--- src/rtl/popcount_accumulator_pkg.sv ---
// Shared types and sizing helpers for the popcount accumulator stage.
// Holds the FSM state encoding and the per-beat popcount ceiling.
package npu_popacc_pkg;

  typedef enum logic [1:0] {
    IDLE = 2'd0,
    ACC  = 2'd1,
    DONE = 2'd2
  } state_t;

  localparam int unsigned CNT_MAX = 8;

  function automatic int unsigned clog2_ceil(input int unsigned n);
    int unsigned w;
    w = 0;
    for (int i = 0; i < 32; i++) begin
      if ((64'd1 << i) < 64'(n)) w = unsigned'(i + 1);
    end
    return w;
  endfunction

  // Worst-case total is CNT_MAX on every beat, so the accumulator never overflows.
  function automatic int unsigned acc_width(input int unsigned max_beats);
    return clog2_ceil(CNT_MAX * max_beats + 1);
  endfunction

  function automatic int unsigned beat_width(input int unsigned max_beats);
    return clog2_ceil(max_beats + 1);
  endfunction

endpackage

--- src/rtl/popcount_accumulator.sv ---
// Accumulates per-beat popcounts of one binarized vector and hands the total downstream.
// Define BIPOLAR_DOT_EN to report the signed +/-1 dot product 2*acc - 8*beats instead.
module popcount_accumulator
  import npu_popacc_pkg::*;
#(
  parameter int unsigned MAX_BEATS = 64,
  parameter int unsigned ACC_W     = acc_width(MAX_BEATS),
  parameter int unsigned BEAT_W    = beat_width(MAX_BEATS)
) (
  input  logic              clk,
  input  logic              rst_n,
  input  logic              clr,
  input  logic              in_valid,
  output logic              in_ready,
  input  logic [3:0]        in_cnt,
  input  logic              in_last,
  output logic              out_valid,
  input  logic              out_ready,
  output logic [ACC_W:0]    out_sum,
  output logic [BEAT_W-1:0] out_beats,
  output logic              err
);

  localparam int unsigned SUM_W = ACC_W + 1;

  state_t              state_q, state_d;
  logic [ACC_W-1:0]    acc_q, acc_d;
  logic [BEAT_W-1:0]   beats_q, beats_d;
  logic [SUM_W-1:0]    sum_q, sum_d;
  logic [BEAT_W-1:0]   obeats_q, obeats_d;
  logic                err_q, err_d;

  logic                fire;
  logic                over;
  logic [3:0]          cnt;
  logic [ACC_W-1:0]    acc_sum;
  logic [BEAT_W-1:0]   beats_inc;
  logic                at_max;
  logic                finish;
  logic [SUM_W-1:0]    result;

  assign in_ready  = (state_q != DONE);
  assign out_valid = (state_q == DONE);
  assign out_sum   = sum_q;
  assign out_beats = obeats_q;
  assign err       = err_q;

  assign fire = in_valid & in_ready;
  assign over = (in_cnt > 4'(CNT_MAX));
  assign cnt  = over ? 4'(CNT_MAX) : in_cnt;

  // A beat arriving in IDLE starts a fresh vector, so the old totals are ignored.
  assign acc_sum   = ((state_q == IDLE) ? '0 : acc_q) + ACC_W'(cnt);
  assign beats_inc = ((state_q == IDLE) ? '0 : beats_q) + BEAT_W'(1);
  assign at_max    = (beats_inc == BEAT_W'(MAX_BEATS));
  assign finish    = in_last | at_max;

`ifdef BIPOLAR_DOT_EN
  // Modulo-2^SUM_W arithmetic is exact because the true result fits the signed range.
  assign result = {acc_sum, 1'b0} - (SUM_W'(beats_inc) << 3);
`else
  assign result = {1'b0, acc_sum};
`endif

  // NOTE: every signal gets a default first, so no path leaves one unassigned (no latch).
  always_comb begin
    state_d  = state_q;
    acc_d    = acc_q;
    beats_d  = beats_q;
    sum_d    = sum_q;
    obeats_d = obeats_q;
    err_d    = err_q;

    if (clr) begin
      state_d  = IDLE;
      acc_d    = '0;
      beats_d  = '0;
      sum_d    = '0;
      obeats_d = '0;
      err_d    = 1'b0;
    end else begin
      unique case (state_q)
        IDLE, ACC: begin
          if (fire) begin
            acc_d   = acc_sum;
            beats_d = beats_inc;
            if (over) err_d = 1'b1;
            if (finish) begin
              if (!in_last) err_d = 1'b1;
              state_d  = DONE;
              sum_d    = result;
              obeats_d = beats_inc;
            end else begin
              state_d = ACC;
            end
          end
        end
        DONE: begin
          if (out_ready) begin
            state_d = IDLE;
            acc_d   = '0;
            beats_d = '0;
          end
        end
        default: state_d = IDLE;
      endcase
    end
  end

  // NOTE: sequential state uses non-blocking assignments so all registers update together.
  always_ff @(posedge clk or negedge rst_n) begin
    if (!rst_n) begin
      state_q  <= IDLE;
      acc_q    <= '0;
      beats_q  <= '0;
      sum_q    <= '0;
      obeats_q <= '0;
      err_q    <= 1'b0;
    end else begin
      state_q  <= state_d;
      acc_q    <= acc_d;
      beats_q  <= beats_d;
      sum_q    <= sum_d;
      obeats_q <= obeats_d;
      err_q    <= err_d;
    end
  end

endmodule

--- config.mk ---
export PLATFORM = sky130hd
export DESIGN_NAME = popcount_accumulator
export DESIGN_NICKNAME = d
export VERILOG_FILES = /design/src/rtl/popcount_accumulator_pkg.sv /design/src/rtl/popcount_accumulator.sv
export SDC_FILE = /design/constraint.sdc
export NUM_CORES = 1
export LEC_CHECK = 0
export CORE_MARGIN = 1
export CORE_UTILIZATION = 42
export DETAILED_ROUTE_END_ITERATION = 16
export PLACE_DENSITY = 0.75
export SYNTH_ARGS = -nofsm -noshare
export SYNTH_HDL_FRONTEND = slang
export SYNTH_SLANG_ARGS = --single-unit
--- constraint.sdc ---
create_clock -name clk -period 5.5 [get_ports clk]
set_input_delay 0.825 -clock clk [delete_from_list [all_inputs] [get_ports clk]]
set_output_delay 0.825 -clock clk [all_outputs]
set_load 0.02 [all_outputs]
==> flow_summary.json, run 1 <==
{
  "die_area_um2": 5670,
  "antennaDiodeCount": 0,
  "synth_cell_types": 53,
  "fin_worst_skew_ps": 11.2,
  "cts_made_buffers": 5,
  "setup_tns_ps": 0,
  "syn_to_final_growth_pct": 18.2,
  "detail-route-antenna-nets": 0,
  "firstDrtPassIters": 4,
  "num-fill-cells": 501,
  "port-buffer-count": 29,
  "synth_edf_count": 0,
  "power.density_nw_per_um2": 230,
  "drv_slew": 0,
  "root_buffer": "clkbuf_8",
  "postSynthCellCount": 231,
  "period_share_pct": 53.8,
  "ys.flop_type": "dfrtp_1",
  "netlist_area_um2": 2260,
  "ys_warn_count": 0,
  "grt_usage_pct": 19.5,
  "maxCapViolCount": 0,
  "htreeDepth": 2,
  "antenna_found_initial": 0,
  "outcome": "complete, no violations",
  "drive_gt1_share_pct": 12.1,
  "hold_viol_final": 0,
  "dpl.hpwl_mm": 3.36,
  "multiInputGateArea_um2": 1210,
  "p_leak_nw": 1.09,
  "grt_pass1_wl_mm": 8.29,
  "clockBufferDepth": 2,
  "drc": 0,
  "io_pins": 31,
  "synth_top_area_cell": "dfrtp_1",
  "setup_viol": 0,
  "num_rows": 26,
  "regArea_um2": 926,
  "postCtsSetupBuffers": 0,
  "seq_area_frac_synth_pct": 41.0,
  "drtIter0Drc": 81,
  "grt_max_degree": 38,
  "avgSynthCellArea_um2": 9.77,
  "endpoint_kind": "flop",
  "fp.dieH_um": 75.3,
  "initial_utilization_pct": 43.9,
  "ys_top_cells_by_count": "dfrtp_1, nand2_1, o21ai_0, nor2_1, a21oi_1",
  "fin_ws_ps": 2540,
  "worstMarginPinSlew_ps": 1140,
  "synthArstFlopShare_pct": 100,
  "routedWlPerCell_um": 14.8,
  "grt_setup_unrepaired": "false",
  "finalCriticalPeriod_ps": 2960,
  "total_power_mw": 0.612,
  "ctsResizeCount": 0,
  "netlist_top_cells_area": "dfrtp_1, nand2_1, mux2i_1",
  "die_w_um": 75.3,
  "holdBufCountCts": 0,
  "cts.sinks": 37,
  "startpoint_type": "input pin",
  "tritoncts": "done",
  "netlist.area_leader.share_pct": 41.0,
  "critPathMaxFanout": 5,
  "relSlewSlack_pct": 23.5,
  "path_clk_slew_ps": 80,
  "arrival_ps": 3090,
  "ir_drop_v": 0.000126,
  "grt-ovfl-total": 0,
  "coreArea_um2": 5140,
  "crit_type": "in2reg",
  "yosysMostFrequentCell": "dfrtp_1",
  "first_global_vias": 1723,
  "routed_wl_mm": 4.84,
  "syn_nets": 247,
  "synth_seq_cells": 37,
  "required_ps": 5630,
  "gp_congestion": 0.799,
  "viasPerCell": 5.54,
  "fmax_mhz": 338,
  "insertion_delay_ps": 290,
  "preCtsSetupSlack_ps": 2220,
  "vias": 1813,
  "nets": 272,
  "hold_class": "reg2reg"
}
==> state kept, by name (all words and copies together) (netlist names) <==
register and count:
acc_q 10, beats_q 7, err 1, out_beats 7, out_sum 10, state_q 2
==> critical path: stages <==
cell and delay [ps]:
clkdlybuf4s50_1 490, nor2b_1 150, ha_1 200, inv_1 60, fa_1 390, nand2b_1 180, a21oi_1 340, nand2_1 160
xnor2_1 220, a211oi_2 90
==> layout make-up <==
cell class / count / share of cell area, %
tap: 70 / 3.28
clock inverter: 1 / 1.13
sequential: 37 / 34.7
timing repair buffer: 32 / 11.5
clock buffer: 7 / 3.24
inverter: 6 / 0.845
multi-input combinational: 174 / 45.2
==> report_power, final <==
part           internal [mW]  switching, mW  total [mW]
clock                  0.148         0.0975       0.245
combinational         0.0315         0.0500      0.0814
sequential             0.279        0.00645       0.286
==> layout by cell type (no fill, tap or decap), drive strengths merged, types with 2 or more instances in the layout <==
master,n
and2,5
a211oi,6
o31ai,9
nand2b,6
nor2,15
a22o,4
or3b,6
buf,4
nand4,2
nand2,22
mux2i,8
or2,2
clkdlybuf4s50,28
nor2b,5
a21oi,11
nor4,2
clkbuf,7
nand3,4
ha,5
nor3,7
and3,2
o41ai,5
o21a,2
inv,6
xnor2,6
dfrtp,37
or3,3
o21ai,17
nor3b,3
xor2,5
==> path summary, 6_finish.rpt <==
kind                                        startpoint                        to  slack [ps]  cells after the start
worst max-delay path                         in_cnt[3]    out_sum[8]$_DFFE_PN0P_        2540                     10
worst min-delay path              acc_q[2]$_DFFE_PN0P_      acc_q[2]$_DFFE_PN0P_         480                      2
worst max register to register  state_q[1]$_DFFE_PN0P_    out_sum[9]$_DFFE_PN0P_        2560                      7
worst min register to register    acc_q[2]$_DFFE_PN0P_      acc_q[2]$_DFFE_PN0P_         480                      2
max in group asynchronous                        rst_n    beats_q[6]$_DFFE_PN0P_        4340                      1
min in group asynchronous                        rst_n  out_beats[4]$_DFFE_PN0P_         630                      1
==> layer usage <==
| metal | GRT usage [%] | wire (um) |
|---|---|---|
| met1 | 26.7 | 2290 |
| met2 | 31.0 | 2220 |
| met3 | 4.76 | 270 |
| met4 | 5.56 | 60 |
| met5 | 0 | 0 |
==> through the flow <==
step / instances / instance area, um^2 / utilization [%] / hold WS (ps)
floorplan: 231 / 2260 / - / 440
global placement: 319 / 2550 / 49.6 / 466
detailed placement: 319 / 2550 / 49.6 / 467
CTS: 327 / 2670 / 51.9 / 485
global route: 327 / 2670 / 51.9 / 492
finish: 327 / 2670 / 51.9 / 476
==> logic make-up (layout without fill, tap and decap cells) <==
group / count (synthesis) / after routing / share of synthesized area (%)
compound gates: 60 / 60 / 20.3
xor+xnor: 11 / 11 / 4.27
fa+ha+maj: 6 / 6 / 3.66
buf+inv: 20 / 46 / 5.49
flops: 37 / 37 / 41.0
mux: 8 / 8 / 3.55
other cells: 1 / 1 / 0.166
simple gates: 88 / 88 / 21.5
Note: power is estimated with default switching activity, not from simulation.
==> run 2: changes to the inputs <==
- clock period: 5.5 -> 3 ns (I/O delays scaled with it)
==> flow_summary.json, run 2 (synthesis gave the netlist of run 1 again) <==
{
  "crit_type": "reg2reg",
  "viasPerCell": 5.59,
  "grt_util_met2_pct": 33.0,
  "ctsResizeCount": 0,
  "num_rows": 26,
  "final_cell_mix": "dfrtp_1, clkdlybuf4s50_1, nand2_1",
  "holdBufCountCts": 0,
  "placed_area_um2": 2600,
  "finalInstanceArea_um2": 2690,
  "setup_tns_ps": 0,
  "r2r-end": "acc_q[6]$_DFFE_PN0P_",
  "antennaDiodeCount": 0,
  "worstMarginPinSlew_ps": 834,
  "fp.dieH_um": 75.3,
  "syn_to_final_growth_pct": 19.2,
  "coreArea_um2": 5140,
  "gp_congestion": 0.783,
  "reg2regPathDepth": 10,
  "maxCapViolCount": 0,
  "insertion_delay_ps": 300,
  "io_pins": 31,
  "power.density_nw_per_um2": 383,
  "setup_viol": 0,
  "postCtsSetupBuffers": 0,
  "period_share_pct": 89.3,
  "first_global_vias": 1800,
  "endpoint_kind": "flop",
  "hold_class": "in2async",
  "max_stage_delay_ps": 480,
  "grt_util_met3_pct": 4.89,
  "detail-route-antenna-nets": 0,
  "grt_pass1_wl_mm": 8.67,
  "grt_max_degree": 38,
  "startpoint_type": "flop",
  "grt_setup_unrepaired": "false",
  "nets": 279,
  "die_w_um": 75.3,
  "p_leak_nw": 1.11,
  "htreeDepth": 2,
  "initial_utilization_pct": 43.9,
  "reg2reg_setup_slack_ps": 320,
  "drive_gt1_share_pct": 14.8,
  "drtIter0Drc": 125,
  "cts.sinks": 37,
  "cts_made_buffers": 5,
  "grt_usage_pct": 20.9,
  "fmax_mhz": 373,
  "drc": 0,
  "port-buffer-count": 29,
  "grt-busiest-layer": "met2",
  "required_ps": 3210,
  "arrival_ps": 2890,
  "hold_viol_final": 0,
  "antenna_found_initial": 0,
  "critPathMaxFanout": 12,
  "hold_slack_ps": 245,
  "grt_use_met1_pct": 27.9,
  "die_area_um2": 5670,
  "regArea_um2": 926,
  "fin_worst_skew_ps": 8.96,
  "routedWlPerCell_um": 15.4,
  "finalCriticalPeriod_ps": 2680,
  "ir_drop_v": 0.000274,
  "layout_commonest_cell": "dfrtp_1",
  "vias": 1868,
  "path_cells": "or2_2 > and2_1 > ha_1 > inv_1 > fa_1 > nand2b_1 > a211oi_1 > xnor2_1 > or3_1 > o21ai_0",
  "relSlewSlack_pct": 44.4,
  "cpMaxStageDelayCell": "dfrtp_1",
  "firstDrtPassIters": 4,
  "num-fill-cells": 496,
  "drv_slew": 0,
  "dpl.hpwl_mm": 3.65,
  "root_buffer": "clkbuf_8",
  "outcome": "complete, no violations",
  "reg2reg_from": "state_q[1]$_DFFE_PN0P_",
  "tritoncts": "done",
  "routed_wl_mm": 5.13,
  "multiInputGateArea_um2": 1210,
  "grt-ovfl-total": 0,
  "path_clk_slew_ps": 80,
  "post-route-util_pct": 52.3,
  "clockBufferDepth": 2
}
-- run 2: metal layers --
layer | share of wire [%] | up-vias
met5 | 0 | -
met4 | 2.0 | 0
met3 | 4.5 | 9
met2 | 48 | 50
met1 | 46 | 914
li1 | - | 895
-- run 2: area by class of cell --
cell class                 count  share of cell area, %
tap                           70                   3.26
inverter                       6                  0.838
sequential                    37                   34.4
clock buffer                   5                   2.56
timing repair buffer          39                   13.4
multi-input combinational    174                   44.9
clock inverter                 3                  0.651
-- run 2: critical path, delay by kind of cell, from the launching register on --
kind	cells	cell delay [ps]
adder cells (fa/ha/maj)	2	590
AND/OR/NAND/NOR	4	980
AO/OA/AOI/OAI	2	410
flip-flops	1	480
XOR/XNOR	1	80
buffers and inverters	1	70
-- run 2: power by group --
part / internal [mW] / total [mW] / switching, mW
sequential: 0.512 / 0.522 / 0.0105
clock: 0.160 / 0.349 / 0.189
combinational: 0.0630 / 0.159 / 0.0956
-- run 2: per-stage QoR --
step	power, mW	setup slack (ps)	cells
2_1_floorplan	0.626	459	231
6_report	1.03	321	334
4_1_cts	1.04	311	334
3_5_place_dp	0.691	171	326
5_1_grt	1.07	98.0	334
3_3_place_gp	0.689	264	326
-- run 2: how the worst max path moves through the flow --
stage / start / endpoint / slack (ps)
final: state_q[1]$_DFFE_PN0P_ / acc_q[6]$_DFFE_PN0P_ / 320
after global routing: state_q[1]$_DFFE_PN0P_ / out_sum[6]$_DFFE_PN0P_ / 100
after CTS: state_q[1]$_DFFE_PN0P_ / acc_q[6]$_DFFE_PN0P_ / 310
after detailed placement: in_cnt[3] / acc_q[6]$_DFFE_PN0P_ / 170
after global placement: in_cnt[3] / acc_q[6]$_DFFE_PN0P_ / 260
after floorplan: state_q[1]$_DFFE_PN0P_ / out_sum[8]$_DFFE_PN0P_ / 460
